--- src/rtl/hicore_commit_unit.sv ---
// In-order commit stage: pops the ROB head, writes RF/CSR, turns exc/mret/fence.i/mispredict into flush+redirect.
// Latency: RF/CSR/trap writes in the retire cycle; flush+redirect one cycle after a special retire (after the I-cache ack for fence.i).
// Backpressure: retires only when commit_ready is high; commit_valid drops while a flush or an I-cache invalidate is outstanding.
//
// Ports: commit_* handshake and head fields from the ROB; rf_*/csr_*/trap_* write ports (valid only in the
// retire cycle); flush/redirect_* to the pipeline and front end; icache_inv_req/ack invalidate handshake.
// Optional feature macro HICORE_COMMIT_RETIRE_CNT_EN adds the 64-bit minstret retire counter and its port.
module hicore_commit_unit #(
    parameter int PC_SIZE      = 32,
    parameter int REG_SIZE     = 32,
    parameter int RFIDX_WIDTH  = 5,
    parameter int CSRIDX_WIDTH = 12,
    parameter int WB_SIZE      = 8
) (
    input  logic                    clk,
    input  logic                    rst_n,
    output logic                    commit_valid,
    input  logic                    commit_ready,
    input  logic                    commit_rd_need,
    input  logic [RFIDX_WIDTH-1:0]  commit_rd_idx,
    input  logic [REG_SIZE-1:0]     commit_rd_data,
    input  logic                    commit_csr_need,
    input  logic [CSRIDX_WIDTH-1:0] commit_csr_idx,
    input  logic [REG_SIZE-1:0]     commit_csr_data,
    input  logic                    commit_fence_i_op,
    input  logic                    commit_mret_op,
    input  logic [PC_SIZE-1:0]      commit_next_pc,
    input  logic [WB_SIZE-1:0]      commit_info,
    output logic                    flush,
    output logic                    redirect_valid,
    output logic [PC_SIZE-1:0]      redirect_pc,
    output logic                    rf_wen,
    output logic [RFIDX_WIDTH-1:0]  rf_waddr,
    output logic [REG_SIZE-1:0]     rf_wdata,
    output logic                    csr_wen,
    output logic [CSRIDX_WIDTH-1:0] csr_waddr,
    output logic [REG_SIZE-1:0]     csr_wdata,
    output logic                    trap_wen,
    output logic [PC_SIZE-1:0]      trap_mepc,
    output logic [3:0]              trap_mcause,
    input  logic [PC_SIZE-1:0]      mtvec,
    input  logic [PC_SIZE-1:0]      mepc,
    output logic                    icache_inv_req,
    input  logic                    icache_inv_ack
`ifdef HICORE_COMMIT_RETIRE_CNT_EN
    ,
    output logic [63:0]             minstret
`endif
);

    typedef enum logic [1:0] {
        RUN        = 2'd0,
        FENCE_WAIT = 2'd1,
        FLUSH      = 2'd2
    } state_t;

    state_t               state_q, state_d;
    logic [PC_SIZE-1:0]   target_q, target_d;
    // commit_valid comes straight from a flop so it is 0 during reset without
    // a combinational path from rst_n; it mirrors (state == RUN) afterwards.
    logic                 cv_q;

    logic                 info_exc;
    logic                 info_mispredict;
    logic [3:0]           info_cause;
    logic                 ret;
    logic                 kill_write;
    logic                 unused_info;

    assign info_exc        = commit_info[0];
    assign info_cause      = commit_info[4:1];
    assign info_mispredict = commit_info[5];
    assign unused_info     = ^commit_info[WB_SIZE-1:6];

    assign commit_valid = cv_q & ~flush;
    assign ret          = commit_valid & commit_ready;

    // Exceptions and mret never update architectural registers; fence.i and
    // mispredicted branches still write their results.
    assign kill_write = info_exc | commit_mret_op;

    // ---------------- side-band writes (combinational, retire cycle only) ----------------
    assign rf_wen    = ret & ~kill_write & commit_rd_need & (commit_rd_idx != '0);
    assign rf_waddr  = rf_wen ? commit_rd_idx  : '0;
    assign rf_wdata  = rf_wen ? commit_rd_data : '0;

    assign csr_wen   = ret & ~kill_write & commit_csr_need;
    assign csr_waddr = csr_wen ? commit_csr_idx  : '0;
    assign csr_wdata = csr_wen ? commit_csr_data : '0;

    // The faulting instruction's PC is recovered from its sequential next PC.
    assign trap_wen    = ret & info_exc;
    assign trap_mepc   = trap_wen ? (commit_next_pc - PC_SIZE'(4)) : '0;
    assign trap_mcause = trap_wen ? info_cause : 4'd0;

    // ---------------- registered-state outputs ----------------
    assign flush          = (state_q == FLUSH);
    assign redirect_valid = flush;
    assign redirect_pc    = flush ? target_q : '0;
    assign icache_inv_req = (state_q == FENCE_WAIT);

    // ---------------- next state ----------------
    always_comb begin
        state_d  = state_q;
        target_d = target_q;
        unique case (state_q)
            RUN: begin
                if (ret) begin
                    if (info_exc) begin
                        target_d = mtvec;
                        state_d  = FLUSH;
                    end else if (commit_mret_op) begin
                        target_d = mepc;
                        state_d  = FLUSH;
                    end else if (commit_fence_i_op) begin
                        target_d = commit_next_pc;
                        state_d  = FENCE_WAIT;
                    end else if (info_mispredict) begin
                        target_d = commit_next_pc;
                        state_d  = FLUSH;
                    end
                end
            end
            FENCE_WAIT: begin
                if (icache_inv_ack) begin
                    state_d = FLUSH;
                end
            end
            FLUSH: begin
                state_d = RUN;
            end
            default: begin
                state_d = RUN;
            end
        endcase
    end

    always_ff @(posedge clk or negedge rst_n) begin
        if (!rst_n) begin
            state_q  <= RUN;
            target_q <= '0;
            cv_q     <= 1'b0;
        end else begin
            state_q  <= state_d;
            target_q <= target_d;
            cv_q     <= (state_d == RUN);
        end
    end

`ifdef HICORE_COMMIT_RETIRE_CNT_EN
    // Counts retired instructions; trapping instructions do not retire.
    always_ff @(posedge clk or negedge rst_n) begin
        if (!rst_n) begin
            minstret <= 64'd0;
        end else if (ret && !info_exc) begin
            minstret <= minstret + 64'd1;
        end
    end
`endif

endmodule

--- config.mk ---
export PLATFORM = sky130hd
export DESIGN_NAME = hicore_commit_unit
export DESIGN_NICKNAME = d
export VERILOG_FILES = /design/src/rtl/hicore_commit_unit.sv
export SDC_FILE = /design/constraint.sdc
export NUM_CORES = 1
export LEC_CHECK = 0
export CELL_PAD_IN_SITES_DETAIL_PLACEMENT = 1
export CELL_PAD_IN_SITES_GLOBAL_PLACEMENT = 1
export CORE_UTILIZATION = 20
export CTS_CLUSTER_SIZE = 16
export DETAILED_ROUTE_END_ITERATION = 6
export GPL_TIMING_DRIVEN = 0
export PLACE_DENSITY = 0.88
export SETUP_SLACK_MARGIN = 0.5
export SLEW_MARGIN = 20
export SYNTH_ARGS = -nofsm -noshare
export SYNTH_HDL_FRONTEND = slang
export SYNTH_SLANG_ARGS = --single-unit
export TNS_END_PERCENT = 30
--- constraint.sdc ---
create_clock -name clk -period 3.2 [get_ports clk]
set_input_delay 0.64 -clock clk [delete_from_list [all_inputs] [get_ports clk]]
set_output_delay 0.64 -clock clk [all_outputs]
set_load 0.02 [all_outputs]
-- Word level (Yosys, flattened, before mapping)
Cells that the tools add are included.
- register bits after elaboration: 35
- word-level logic and storage cells: 39
- bits in latches: 0
- bits in writable memories: 0
- bits in read-only memories: 0
- output and inout port bits: 156
- input bits: 193
- memories: 0
- bitwise gates (word level): 10
- divide/modulo/power cells: 0
- reduce and logical (&&, ||, !) cells: 5
- shifts and indexed selects: 0
- order comparisons: 0
- $mul: 0
- add/subtract/negate cells: 1
- eq/ne operators: 2
- mux-type cells: 18
- operators with widths (operator ; count):
    $mux W32 ; 8
    $sub A32 B3 Y32 const B ; 1
    $mux W12 ; 1
    $mux W2 ; 6
    $and A1 B1 Y1 ; 7
    $mux W5 ; 1
    $reduce_bool A5 Y1 ; 1
    $logic_not A2 Y1 ; 2
    $mux W4 ; 1
    $pmux W2 S2 ; 1
    $reduce_bool A4 Y1 ; 1
    $reduce_and A3 Y1 ; 1
    $eq A2 B1 Y1 const B ; 1
    $eq A2 B2 Y1 const B ; 1
    $not A1 Y1 ; 2
    $or A1 B1 Y1 ; 1

-- Longest topological paths before layout
- word-level depth: 8
- mapped depth: 7
- gate-level depth less buffers: 6

-- Least setup slack after synthesis
Ideal clock, no wire load.
- kind: input to output
- start: input commit_next_pc[2]
- end: output trap_mepc[30]
- setup slack: 263 ps
- arrival: 2297 ps
- cell stages on the path: 6
- data required time: 2560 ps
- path buffers: 0
- path through: inv_1 > ha_1 > nor4b_2 > nand4_2 > or4_1 > a21oi_1
- longest elaborated chain between the ends: 2
- ends and longest elaborated chain (element ; line ; RTL):
    start, declared ; 27 ; input logic [PC_SIZE-1:0] commit_next_pc,
    $sub A32 B3 Y32 ; 93 ; assign trap_mepc = trap_wen ? (commit_next_pc - PC_SIZE'(4)) : '0;
    $mux W32 ; 93 ;
    end, declared ; 39 ; output logic [PC_SIZE-1:0] trap_mepc,
Every way passes these cells.

-- Final worst setup path
- start: input commit_next_pc[2]
- end: output trap_mepc[31]
Same word-level chain as after synthesis.

==> flow_summary.toml <==
[yosys]
ys.flop_type = "dfrtp_1"
synthAdderAreaFrac = 0.00344
ys_warn_count = 0
synthSimpleGateAreaFrac = 0.390
async_flop_share = 1.00
avgSynthCellArea_um2 = 7.88
synthMuxAreaShare = 0.198
synthTopCellsByCount = "and2_1, nand2_1, dfrtp_1, mux2i_1, o21ai_0"
synth-edff-count = 0
ys_seq_area_frac = 0.241
yosysTopAreaCellShare = 0.241
synth_top_area_cell = "dfrtp_1"
synth.net_count = 656
synth-compound-area-share = 0.103
ys_seq_elements = 35
syn_inst = 462
yosysUniqueCellTypes = 41
yosysMostFrequentCell = "and2_1"
synth_top_family_by_area = "simple AND/OR/NAND/NOR gates"
syn_area_mm2 = 0.00364
ys_top_cells_by_area = "dfrtp_1, and2_1, mux2_2"
synth_xor_area_frac = 0.0216

[finish]
utilization = 0.473
syn2layout_area_growth_pct = 128
diodes = 0
nNetsFinal = 1041
finalInstanceArea_mm2 = 0.00829
drive_gt1_frac = 0.330

[setup_path]
crit_type = "in -> out"
crit_fanout = 7
worstReg2RegStart = "cv_q$_DFF_PN0_"
arrival_ps = 2410
worstPathRequired_ps = 2560
cpMostUsedCell = "buf_12"
critPathLaunch = "commit_next_pc[2]"
critPathBufInv = 3
cp_top_family = "simple AND/OR/NAND/NOR gates"
crit_path_end_kind = "output port"
r2r_slack_ps = 1610
cpPeakStageDelay_ps = 560
reg2regPathDepth = 5
crit_chain = "buf_12 > or4_4 > or2_4 > buf_12 > nor4_4 > mux2i_2 > buf_4"
critical_path.startpoint_type = "primary input"
slowest_stage = "or4_4"
r2r-end = "target_q[29]$_DFFE_PN0P_"

[die]
initial_core_util = 0.208
row_count = 48
die-height_um = 137
die_width_um = 137
fp.coreArea_mm2 = 0.0175
die_area_mm2 = 0.0187
pin_count = 349

[clocking]
htreeDepth = 2
clk_path_buf_depth = 2
cts_tree = "yes"
cts_hold_buffers = 0
root_buffer = "clkbuf_16"
clk_pin_slew_ps = 60
clk_latency_ps = 290
cts_made_buffers = 5
clock_sinks = 35

[route]
route.detailed.drc = 0
routed_via_density = 4.70
avgRoutedWirePerCell_um = 20.2
ant_nets = 0
first_pass_iters = 4
wirelength_um = 21600
drtIter0Drc = 152
num_vias = 5038

[global_route]
grt_pass1_wl_um = 31300
antenna_found_initial = 1
grt_pass1_vias = 5288
grt_use_total = 0.221
gr-total-overflow = 0
grt_max_degree = 28

[power]
ir_drop_v = 0.000158
powerDensity_mw_per_mm2 = 287
p_leak_nw = 4.16

[placed_design]
io_buffers = 344
dpl_cell_area_mm2 = 0.00754
hpwlAfterDp_um = 16900
gp_congestion = 0.816

[sta]
fmax_ghz = 0.327
hold_viol = 0
tightestPinTransition_ps = 752
finClkSkew_ps = 7.26
drv_slew = 0
period_share = 0.954
slew_headroom = 0.499
finalCriticalPeriod_ps = 3050
setup_viol = 0
rsz0062_at_grt = "true"

[hold_path]
min_path_type = "in -> async"

[outcome]
outcome = "complete, no violations"

[flow_run]
maxCapViolCount = 0
power by group:
| group | switching (mW) | internal, mW | total (mW) |
|---|---|---|---|
| Clock | 0.205 | 0.287 | 0.492 |
| Sequential | 0.0772 | 0.604 | 0.681 |
| Combinational | 0.553 | 0.654 | 1.21 |
| Total | 0.835 | 1.54 | 2.38 |
worst max-delay path by stage:
stage / to / slack, ps / cells after the start
finish: trap_mepc[31] / 150 / 7
global route: trap_mepc[31] / 100 / 7
CTS: rf_wdata[2] / 100 / 6
detailed placement: trap_mepc[29] / -1480 / 8
global placement: trap_mepc[29] / -1420 / 8
floorplan: trap_mepc[25] / 430 / 4
through the flow:
stage	cells	power, mW	hold WS, ps	setup slack, ps	TNS (ps)
after floorplan	462	1.21	344	430	0
after global placement	1031	1.82	480	-1420	-90240
after detailed placement	1032	1.86	486	-1480	-92050
after CTS	1066	2.40	220	99.9	0
after global routing	1073	2.51	218	96.0	0
final	1073	2.38	212	146	0
repair_timing:
action                                 in CTS  in global routing
gates resized for setup                   587                 71
buffers inserted                           24                  6
gates cloned                                2                  1
setup endpoints to repair                 181                145
pin swaps                                  32                  8
endpoints found under the hold margin       0                  0
registers in the layout (all words and copies together), names as in the netlist:
register  cells
target_q     32
state_q       2
cv_q          1
cell type report:
class                   instances  area (um^2)
clock buffers                   5          125
repair buffers                377         3580
multi-input cells             390         3130
inverters                       5         23.8
fillers                      2033         9250
flip-flops and latches         35          877
clock inverters                 3         20.0
well taps                     225          282
plain buffers                  33          258
routing by layer:
| layer | part of all wire | global-route usage |
|---|---|---|
| met2 | 0.53 | 0.423 |
| met3 | 0.077 | 0.0474 |
| met4 | 0.031 | 0.0739 |
| met1 | 0.36 | 0.238 |
| met5 | 0.00051 | 0 |
cell usage in the layout (no fill, tap or decap), drive strengths merged, types with 6 or more instances in the layout:
cell           count
clkdlybuf4s50    169
buf              126
and2             122
nand2             43
o21ai             35
dfrtp             35
mux2i             35
mux2              33
dlymetal6s2s      33
dlygate4sd2       33
clkbuf            28
clkdlybuf4s15     25
nor2              23
a21oi             17
nor4              11
or4                9
xnor2              9
o31ai              9
or3                7
nand2b             6
logic make-up (layout without fill, tap and decap cells):
logic type,count (synthesis),after routing
AOI/OAI and AO/OA,67,67
xor gates and xnor gates,9,9
adders and majority gates,1,1
buffers and inverters,38,423
DFF,35,35
muxes,68,68
and+or+nand+nor,244,245
Power figures use the tool's default switching activity.
